**src/rtl/pulse_cdc_pkg.sv**
```systemverilog
// rtl/pulse_cdc_pkg.sv - shared state type and default sizing for the CDC pulse sender
package pulse_cdc_pkg;

  typedef enum logic [1:0] {
    IDLE    = 2'd0,
    WAIT_HI = 2'd1,
    WAIT_LO = 2'd2
  } state_t;

  localparam int CNT_W_DEF       = 4;
  localparam int TIMEOUT_CYC_DEF = 64;

endpackage

```
**src/rtl/sat_updown_cnt.sv**
```systemverilog
// rtl/sat_updown_cnt.sv - saturating up/down event counter with sticky overflow flag
module sat_updown_cnt import pulse_cdc_pkg::*; #(
  parameter int W = CNT_W_DEF
) (
  input  logic         clk,
  input  logic         rst_n,
  input  logic         inc,
  input  logic         dec,
  input  logic         clr,
  output logic [W-1:0] count,
  output logic         ovf
);

  localparam logic [W-1:0] MAX = '1;

  logic drop;

  // A simultaneous inc/dec nets to zero, so it can never overflow.
  assign drop = inc && !dec && (count == MAX);

  always_ff @(posedge clk or negedge rst_n) begin
    if (!rst_n) begin
      count <= '0;
      ovf   <= 1'b0;
    end else begin
      if (inc && !dec && !drop)
        count <= count + W'(1);
      else if (dec && !inc && (count != '0))
        count <= count - W'(1);

      if (drop)
        ovf <= 1'b1;
      else if (clr)
        ovf <= 1'b0;
    end
  end

endmodule

```
**src/rtl/pulse_sender.sv**
```systemverilog
// rtl/pulse_sender.sv - clka-side event queue and return-to-zero pulse handshake
// Optional acknowledge timeout enabled by PULSE_SENDER_TIMEOUT_EN.
module pulse_sender import pulse_cdc_pkg::*; #(
  parameter int CNT_W       = CNT_W_DEF,
  parameter int TIMEOUT_CYC = TIMEOUT_CYC_DEF
) (
  input  logic             clka,
  input  logic             rsta,
  input  logic             event_i,
  input  logic             ack_i,
  input  logic             clr_i,
  output logic             pulse_o,
  output logic [CNT_W-1:0] pending_o,
  output logic             busy_o,
  output logic             ovf_o,
  output logic             to_err_o
);

  state_t state;
  logic   ack_q;
  logic   issue;
  logic   ack_rise;

  // A new event can issue in the same cycle it arrives, even with an empty queue.
  assign issue    = (state == IDLE) && ((pending_o != '0) || event_i);
  // Only a rise observed while in WAIT_HI counts; an ack already high is stale.
  assign ack_rise = ack_i && !ack_q;

  sat_updown_cnt #(.W(CNT_W)) u_pending (
    .clk   (clka),
    .rst_n (rsta),
    .inc   (event_i),
    .dec   (issue),
    .clr   (clr_i),
    .count (pending_o),
    .ovf   (ovf_o)
  );

`ifdef PULSE_SENDER_TIMEOUT_EN
  localparam int              TO_W    = (TIMEOUT_CYC > 2) ? $clog2(TIMEOUT_CYC) : 1;
  localparam logic [TO_W-1:0] TO_LAST = TO_W'(TIMEOUT_CYC - 1);

  logic [TO_W-1:0] to_cnt;
  logic            to_hit;

  assign to_hit = (to_cnt == TO_LAST);
`else
  assign to_err_o = 1'b0;
`endif

  always_ff @(posedge clka or negedge rsta) begin
    if (!rsta) begin
      state   <= IDLE;
      pulse_o <= 1'b0;
      busy_o  <= 1'b0;
      ack_q   <= 1'b0;
`ifdef PULSE_SENDER_TIMEOUT_EN
      to_cnt   <= '0;
      to_err_o <= 1'b0;
`endif
    end else begin
      ack_q   <= ack_i;
      pulse_o <= 1'b0;
`ifdef PULSE_SENDER_TIMEOUT_EN
      // Zero on every state change; the wait branches override to keep counting.
      to_cnt <= '0;
      if (clr_i)
        to_err_o <= 1'b0;
`endif
      case (state)
        IDLE: begin
          if (issue) begin
            state   <= WAIT_HI;
            pulse_o <= 1'b1;
            busy_o  <= 1'b1;
          end
        end
        WAIT_HI: begin
          if (ack_rise) begin
            state <= WAIT_LO;
          end
`ifdef PULSE_SENDER_TIMEOUT_EN
          else if (to_hit) begin
            state    <= IDLE;
            busy_o   <= 1'b0;
            to_err_o <= 1'b1;
          end else begin
            to_cnt <= to_cnt + TO_W'(1);
          end
`endif
        end
        WAIT_LO: begin
          if (!ack_i) begin
            state  <= IDLE;
            busy_o <= 1'b0;
          end
`ifdef PULSE_SENDER_TIMEOUT_EN
          else if (to_hit) begin
            state    <= IDLE;
            busy_o   <= 1'b0;
            to_err_o <= 1'b1;
          end else begin
            to_cnt <= to_cnt + TO_W'(1);
          end
`endif
        end
        default: begin
          state  <= IDLE;
          busy_o <= 1'b0;
        end
      endcase
    end
  end

endmodule

```
**config.mk**
```make
export PLATFORM = sky130hd
export DESIGN_NAME = pulse_sender
export DESIGN_NICKNAME = d
export VERILOG_FILES = /design/src/rtl/pulse_cdc_pkg.sv /design/src/rtl/sat_updown_cnt.sv /design/src/rtl/pulse_sender.sv
export SDC_FILE = /design/constraint.sdc
export NUM_CORES = 1
export LEC_CHECK = 0
export ABC_CLOCK_PERIOD_IN_PS = 3500
export CAP_MARGIN = 20
export CORE_AREA = 2 2 39 41
export CTS_BUF_LIST = sky130_fd_sc_hd__clkbuf_4
export CTS_CLUSTER_DIAMETER = 120
export DETAILED_ROUTE_END_ITERATION = 8
export DIE_AREA = 0 0 41 43
export HOLD_SLACK_MARGIN = 0.08
export MAX_ROUTING_LAYER = met4
export PLACE_DENSITY = 0.66
export SLEW_MARGIN = 5
export SYNTH_ARGS = -nofsm -noshare
export SYNTH_HDL_FRONTEND = slang
export SYNTH_HIERARCHICAL = 1
export SYNTH_SLANG_ARGS = --single-unit
```
**constraint.sdc**
```tcl
create_clock -name clka -period 3.5 [get_ports clka]
set_input_delay 0.875 -clock clka [delete_from_list [all_inputs] [get_ports clka]]
set_output_delay 0.875 -clock clka [all_outputs]
set_load 0.005 [all_outputs]
```
Word level (Yosys, flattened, before mapping)
Cells that the tools add are included.

storage, ports and cells
  flip-flop bits (word level) = 10
  latch bits = 0
  RAM bits = 0
  memory bits (read-only) = 0
  output and inout port bits = 8
  memories = 0

cells by class
  add/subtract/negate cells = 2
  multiply operators = 0
  div/mod/pow operators = 0
  $lt $le $gt $ge = 0
  equality and inequality tests = 6
  shifts and indexed selects = 0
  multiplexer cells = 13
  bitwise operators = 1
  reduce and logical (&&, ||, !) cells = 18

operators with widths
  operator               number
  $mux W4                2
  $logic_and A1 B1 Y1    7
  $mux W1                6
  $mux W2                3
  $pmux W2 S3            1
  $reduce_and A3 Y1      2
  $add A4 B1 Y4 const B  1
  $eq A4 B4 Y1 const B   1
  $logic_not A1 Y1       4
  $ne A2 B2 Y1 const B   2
  $reduce_bool A2 Y1     2
  $reduce_bool A4 Y1     1
  $sub A4 B1 Y4 const B  1
  $pmux W1 S3            1
  $eq A2 B1 Y1 const B   1
  $eq A2 B2 Y1 const B   1
  $logic_not A2 Y1       1
  $ne A2 B1 Y1 const B   1
  $logic_or A1 B1 Y1     1
  $not A1 Y1             1

Depth between registers and ports, before layout
Gate-level depths: netlist (run 1).

  depth in word-level cells = 9
  mapped depth = 9
  mapped depth without buffers = 9

Hierarchy
The synthesis (run 1) kept the hierarchy.

modules (own cells, without submodules)
  module          instances  cells each  area each (µm²)  sequential area each (µm²)
  sat_updown_cnt  1          24          305.3            125.1
  pulse_sender    1          20          221.5            125.1

Worst setup path after synthesis (run 1)
OpenSTA, ideal clock, no wires.

  kind = in2reg
  start point = input event_i
  end point = register u_pending.count[3]
  arrival time = 2.903 ns
  required time = 3.421 ns
  path slack = 0.517 ns
  cell stages on the path = 9
  cells stage by stage = or4_4 -> nor2_1 -> nor3_1 -> nand3b_2 -> ha_1 -> a21o_2 -> a21oi_1 -> mux2i_1 -> xor2_1

between the ends
  longest elaborated chain between the ends = 8

RTL lines
  item                                                  line                                        text
  start: declaration                                    pulse_sender.sv:9                           input logic event_i,
  $logic_or A1 B1 Y1 *                                  pulse_sender.sv:25                          assign issue = (state == IDLE) && ((pending_o != '0) || event_i);
  $logic_and A1 B1 Y1 *                                 pulse_sender.sv:25
  named net issue                                       pulse_sender.sv:21                          logic issue;
  $logic_not A1 Y1                                      sat_updown_cnt.sv:19, sat_updown_cnt.sv:26
  $logic_and A1 B1 Y1                                   sat_updown_cnt.sv:19, sat_updown_cnt.sv:26
  $logic_and A1 B1 Y1                                   sat_updown_cnt.sv:19                        assign drop = inc && !dec && (count == MAX);
  $logic_not A1 Y1                                      sat_updown_cnt.sv:26                        if (inc && !dec && !drop)
  $logic_and A1 B1 Y1                                   sat_updown_cnt.sv:26
  $mux W4 / $reduce_bool A2 Y1 (equally long branches)  --
  end signal: assignment                                sat_updown_cnt.sv:27                        count <= count + W'(1);
  end signal: assignment                                sat_updown_cnt.sv:29                        count <= count - W'(1);
  end: declaration                                      sat_updown_cnt.sv:10                        output logic [W-1:0] count,

The timed path passes the listed nets; every way through them passes the cells marked *.
A chain may end at the register's enable or synchronous reset.

Worst setup path in the final report (run 1)
Ends and elaborated chain as after synthesis.

==> results of run 1 <==
registers in the layout, summed over array words and instances (netlist names):
name / flops
u_pending/count: 4
state: 2
ack_q: 1
busy_o: 1
pulse_o: 1
u_pending/ovf: 1
through the flow:
step / worst slack [ns] / total power, uW
floorplan: 0.5173 / 335.2
global placement: 0.05352 / 438.3
detailed placement: 0.06874 / 442.3
CTS: 0.3275 / 525.2
global route: 0.1372 / 571.2
finish: 0.3387 / 518.4
cell usage after synthesis:
library cell	number	area share, %
sky130_fd_sc_hd__o21ai_0	1	0.95
sky130_fd_sc_hd__nand2_4	1	2.1
sky130_fd_sc_hd__or4_1	1	1.4
sky130_fd_sc_hd__o31ai_1	1	1.4
sky130_fd_sc_hd__o32ai_1	1	1.7
sky130_fd_sc_hd__nand4_1	1	1.2
sky130_fd_sc_hd__mux2_1	2	4.3
sky130_fd_sc_hd__xor2_1	3	5.0
sky130_fd_sc_hd__fa_1	1	3.8
sky130_fd_sc_hd__nor2b_1	1	1.2
sky130_fd_sc_hd__nor2_1	3	2.1
sky130_fd_sc_hd__mux2i_1	1	1.9
sky130_fd_sc_hd__ha_1	2	4.7
sky130_fd_sc_hd__buf_4	1	1.4
sky130_fd_sc_hd__a21o_2	1	1.7
sky130_fd_sc_hd__conb_1	1	0.71
sky130_fd_sc_hd__a21oi_1	1	0.95
sky130_fd_sc_hd__inv_1	3	2.1
sky130_fd_sc_hd__o21a_1	1	1.4
sky130_fd_sc_hd__nand2_1	1	0.71
sky130_fd_sc_hd__dfrtp_1	10	48
sky130_fd_sc_hd__nand3_2	1	1.9
sky130_fd_sc_hd__nor3b_1	1	1.4
sky130_fd_sc_hd__nand3b_2	1	2.1
sky130_fd_sc_hd__o32ai_2	1	3.1
sky130_fd_sc_hd__or4_4	1	2.1
sky130_fd_sc_hd__nor3_1	1	0.95
cells by family (layout without fill, tap and decap cells):
logic type,after synthesis,count (layout),share of synthesized area [%]
adders and majority gates,3,3,8.550
xor gates and xnor gates,3,3,4.989
DFF,10,10,47.51
other,1,1,0.7119
AOI/OAI and AO/OA,7,7,11.16
muxes,3,3,6.176
buffers and inverters,4,20,3.563
and+or+nand+nor,13,13,17.34
per-layer routing:
layer	vias up	GRT usage, %	share of wire, %
met5	-	-	0
met4	0	8.000	2.1
met3	2	4.712	3.9
met2	8	17.50	49
met1	177	18.06	45
li1	186	-	-
worst max-delay path, delay by kind of cell:
family,cells,cell delay (ns)
muxes,1,0.23
buffers and inverters,1,0.47
and+or+nand+nor,4,0.98
adders and majority gates,1,0.27
AOI/OAI and AO/OA,2,0.36
xor gates and xnor gates,1,0.16
power by group through the flow:
stage / registers (uW) / logic (uW) / clock network [uW]
global route: 219 / 261 / 91.6
floorplan: 206 / 129 / 0
global placement: 212 / 226 / 0
CTS: 211 / 231 / 83.5
finish: 210 / 227 / 81.4
detailed placement: 213 / 229 / 0
worst min path at each step:
stage	slack, ns	cells after the start	from	end
floorplan	0.47	1	state[1]$_DFFE_PN0P_	state[0]$_DFFE_PN0P_
global placement	0.49	2	busy_o$_DFFE_PN0P_	busy_o$_DFFE_PN0P_
detailed placement	0.50	1	state[1]$_DFFE_PN0P_	state[0]$_DFFE_PN0P_
CTS	0.51	1	state[1]$_DFFE_PN0P_	state[0]$_DFFE_PN0P_
global route	0.53	1	state[1]$_DFFE_PN0P_	state[0]$_DFFE_PN0P_
finish	0.51	1	state[1]$_DFFE_PN0P_	state[0]$_DFFE_PN0P_
layout make-up:
cell class                      count  area share [%]
Clock buffer                        3           3.261
Multi-Input combinational cell     30           37.32
Sequential cell                    10           36.23
Timing Repair Buffer               13           18.12
Clock inverter                      1          0.5435
Inverter                            3           1.630
Tap cell                           16           2.899
layout by cell type, fill, tap and decap left out:
cell                              instances
sky130_fd_sc_hd__a21o_2                   1
sky130_fd_sc_hd__ha_1                     2
sky130_fd_sc_hd__o32ai_1                  1
sky130_fd_sc_hd__o31ai_1                  1
sky130_fd_sc_hd__nand2_4                  1
sky130_fd_sc_hd__nand2_1                  1
sky130_fd_sc_hd__clkdlybuf4s50_1         11
sky130_fd_sc_hd__dfrtp_1                 10
sky130_fd_sc_hd__xor2_1                   3
sky130_fd_sc_hd__nor3b_1                  1
sky130_fd_sc_hd__buf_4                    2
sky130_fd_sc_hd__nand3b_2                 1
sky130_fd_sc_hd__o21a_1                   1
sky130_fd_sc_hd__or4_4                    1
sky130_fd_sc_hd__nand4_1                  1
sky130_fd_sc_hd__inv_1                    3
sky130_fd_sc_hd__clkinv_1                 1
sky130_fd_sc_hd__conb_1                   1
sky130_fd_sc_hd__clkbuf_4                 3
sky130_fd_sc_hd__fa_1                     1
sky130_fd_sc_hd__mux2i_1                  1
sky130_fd_sc_hd__nand3_2                  1
sky130_fd_sc_hd__o21ai_0                  1
sky130_fd_sc_hd__mux2_1                   2
sky130_fd_sc_hd__a21oi_1                  1
sky130_fd_sc_hd__or4_1                    1
sky130_fd_sc_hd__o32ai_2                  1
sky130_fd_sc_hd__nor2b_1                  1
sky130_fd_sc_hd__nor3_1                   1
sky130_fd_sc_hd__nor2_1                   3
==> summary by stage, run 1 <==
Worst setup path
The worst-case reg-to-reg path depth is 9. The worst reg2reg path startpoint is u_pending/count[0]$_DFFE_PN0P_. The nature of the critical path endpoint is a register. The worst setup path is launched from an input pin. The internal reg-to-reg setup slack is 0.92 ns. The endpoint of the lowest-slack register-to-register path is u_pending/count[3]$_DFFE_PN0P_. For this design, the slowest cell found on the critical path is sky130_fd_sc_hd__or4_4. The critical path goes through clkdlybuf4s50_1 > or4_4 > nor2_1 > nor3_1 > nand3b_2 > ha_1 > a21o_2 > a21oi_1 > mux2i_1 > xor2_1. The startpoint of the most critical setup path is event_i.

The data required time of the critical path is 3.69 ns. The end point of the critical path is u_pending/count[3]$_DFFE_PN0P_. In this run the worst path has a maximum fanout of 3.

The arrival time of data at the critical path endpoint is 3.36 ns. On the worst path, the slowest cell contributes a delay of 0.54 ns. By startpoint and endpoint, the worst setup path is classified as in -> reg.

Floorplan
From left edge to right edge, the die measures 41 um. The number of primary I/O pins is 13. The area of the die is 0.001763 sq mm.

The total core area is 0.001384 sq mm. Once the floorplan was initialized, standard cells occupied 38.07% of the core. The die is 43 um tall. The number of placement rows is 14.

Drt
Dividing the detail-routed via count by the number of cells gives 4.908. After detailed routing, the average wire length per cell comes to 11.71 um. Summing over every cut layer, the via total after detailed routing is 373. The detailed router finished its first iteration with 8 violations. The total wire length is 890 um.

The count of unresolved DRC violations after routing is 0. Once detail routing completed, the nets flagged for antenna violations numbered 0. The number of search-and-repair iterations in the first detailed-routing pass is 3.

GRT
The via count of the first global-routing pass came to 338. The initial antenna violation count is 0. The maximum number of pins on one net before global-route repair is 11. The total track usage is 13.65%. The first global-routing pass estimated 1518 um of wire.

The total overflow left after global routing is 0.

Hold path
In this run the worst hold path is classified as reg -> reg.

Pwr
The internal power summed over all cells is 339.0 uW. In this run switching power makes up 34.62% of total power. For this design the static power due to leakage is 0.0002967 uW.

Of the total power, registers draw 40.5%. VDD sags by at most 0.2820 mV. For this design the ratio of total power to cell area is 750.7 mW/mm^2. Summed over all nets, the switching power comes to 179.5 uW. Combinational logic is responsible for 43.8% of the overall power. The clock network fraction of total power is 15.7%.

Synth
Summing the sequential cell areas from Yosys gives 47.51% of the chip area. The count of yosys warnings during synthesis is 6. The distinct cell type count of the synthesized netlist is 27.

The count of state elements after synthesis is 10. The synthesized cell area is 526.8 sq um. The number of nets in the synthesized netlist is 52. Dividing the synthesized area by the synthesized cell count gives 11.97 sq um. Counting every instance in the synthesized netlist gives 44.

Outcome
The flow ran to the end, and the final reports show no timing, DRC or antenna violations.

STA
The number of slew-limit violations in the final report is 0. The number of hold violations in the final report came to 0. After layout, the worst path uses 90.32% of the clock period. The clock skew after layout is 0.004926 ns.

Setup repair after global routing left no endpoint under its margin. The post-route worst hold slack is 0.5098 ns. The final setup TNS is 0 ns. The upper clock frequency limit is 316.3 MHz. The final period demand of the worst path is 3.161 ns. The count of final setup violators is 0.

Clock network
Clock tree synthesis inserted a total of 3 buffers. The clock reaches the later pin of the worst-skew pair after 0.27 ns. The number of setup buffers added after CTS is 0. In this run the number of H-tree levels came out at 1. TritonCTS built the clock tree. The clock passes through at most 2 buffers. CTS placed an instance of sky130_fd_sc_hd__clkbuf_4 at the clock tree root. The hold-fix buffer count after cts is 0.

The total number of clock tree sinks is 10. The clock transition at the registers of the reported paths is 0.07 ns. After clock tree synthesis, the repair step resized 0 gates.

Cells and area
Fill cells in the final layout number 139. The final standard cell utilization of the core is 49.91%. The signed area change from the synthesized netlist to the final layout is 31.12%.

The non-filler instance count after layout is 76. After routing the design area is 690.7 sq um. In the final layout, the multi-input gates occupy 257.7 sq um. The number of nets in the final layout is 69. The fraction of final layout cells with drive strength greater than 1 is 18.33%. Summing all flip-flop and latch instances after layout gives 250.2 sq um. The number of inserted diodes is 0.

Flow run
The reported max-cap violation count is 0.

Placement
Detailed placement ended at an HPWL of 684.1 um. The number of instances in the placed design is 72. The placed standard-cell area is 664.4 sq um. At the end of routability-driven placement, the weighted congestion stood at 0.7395. The number of input and output port buffers inserted is 11.
Note: power is estimated with default switching activity, not from simulation.
==> inputs of run 2 (changes only) <==
ABC_CLOCK_PERIOD_IN_PS = default   (was 3500)
==> results of run 2 <==
Same layout as run 1: the final DEF is identical, and so are final timing and power.
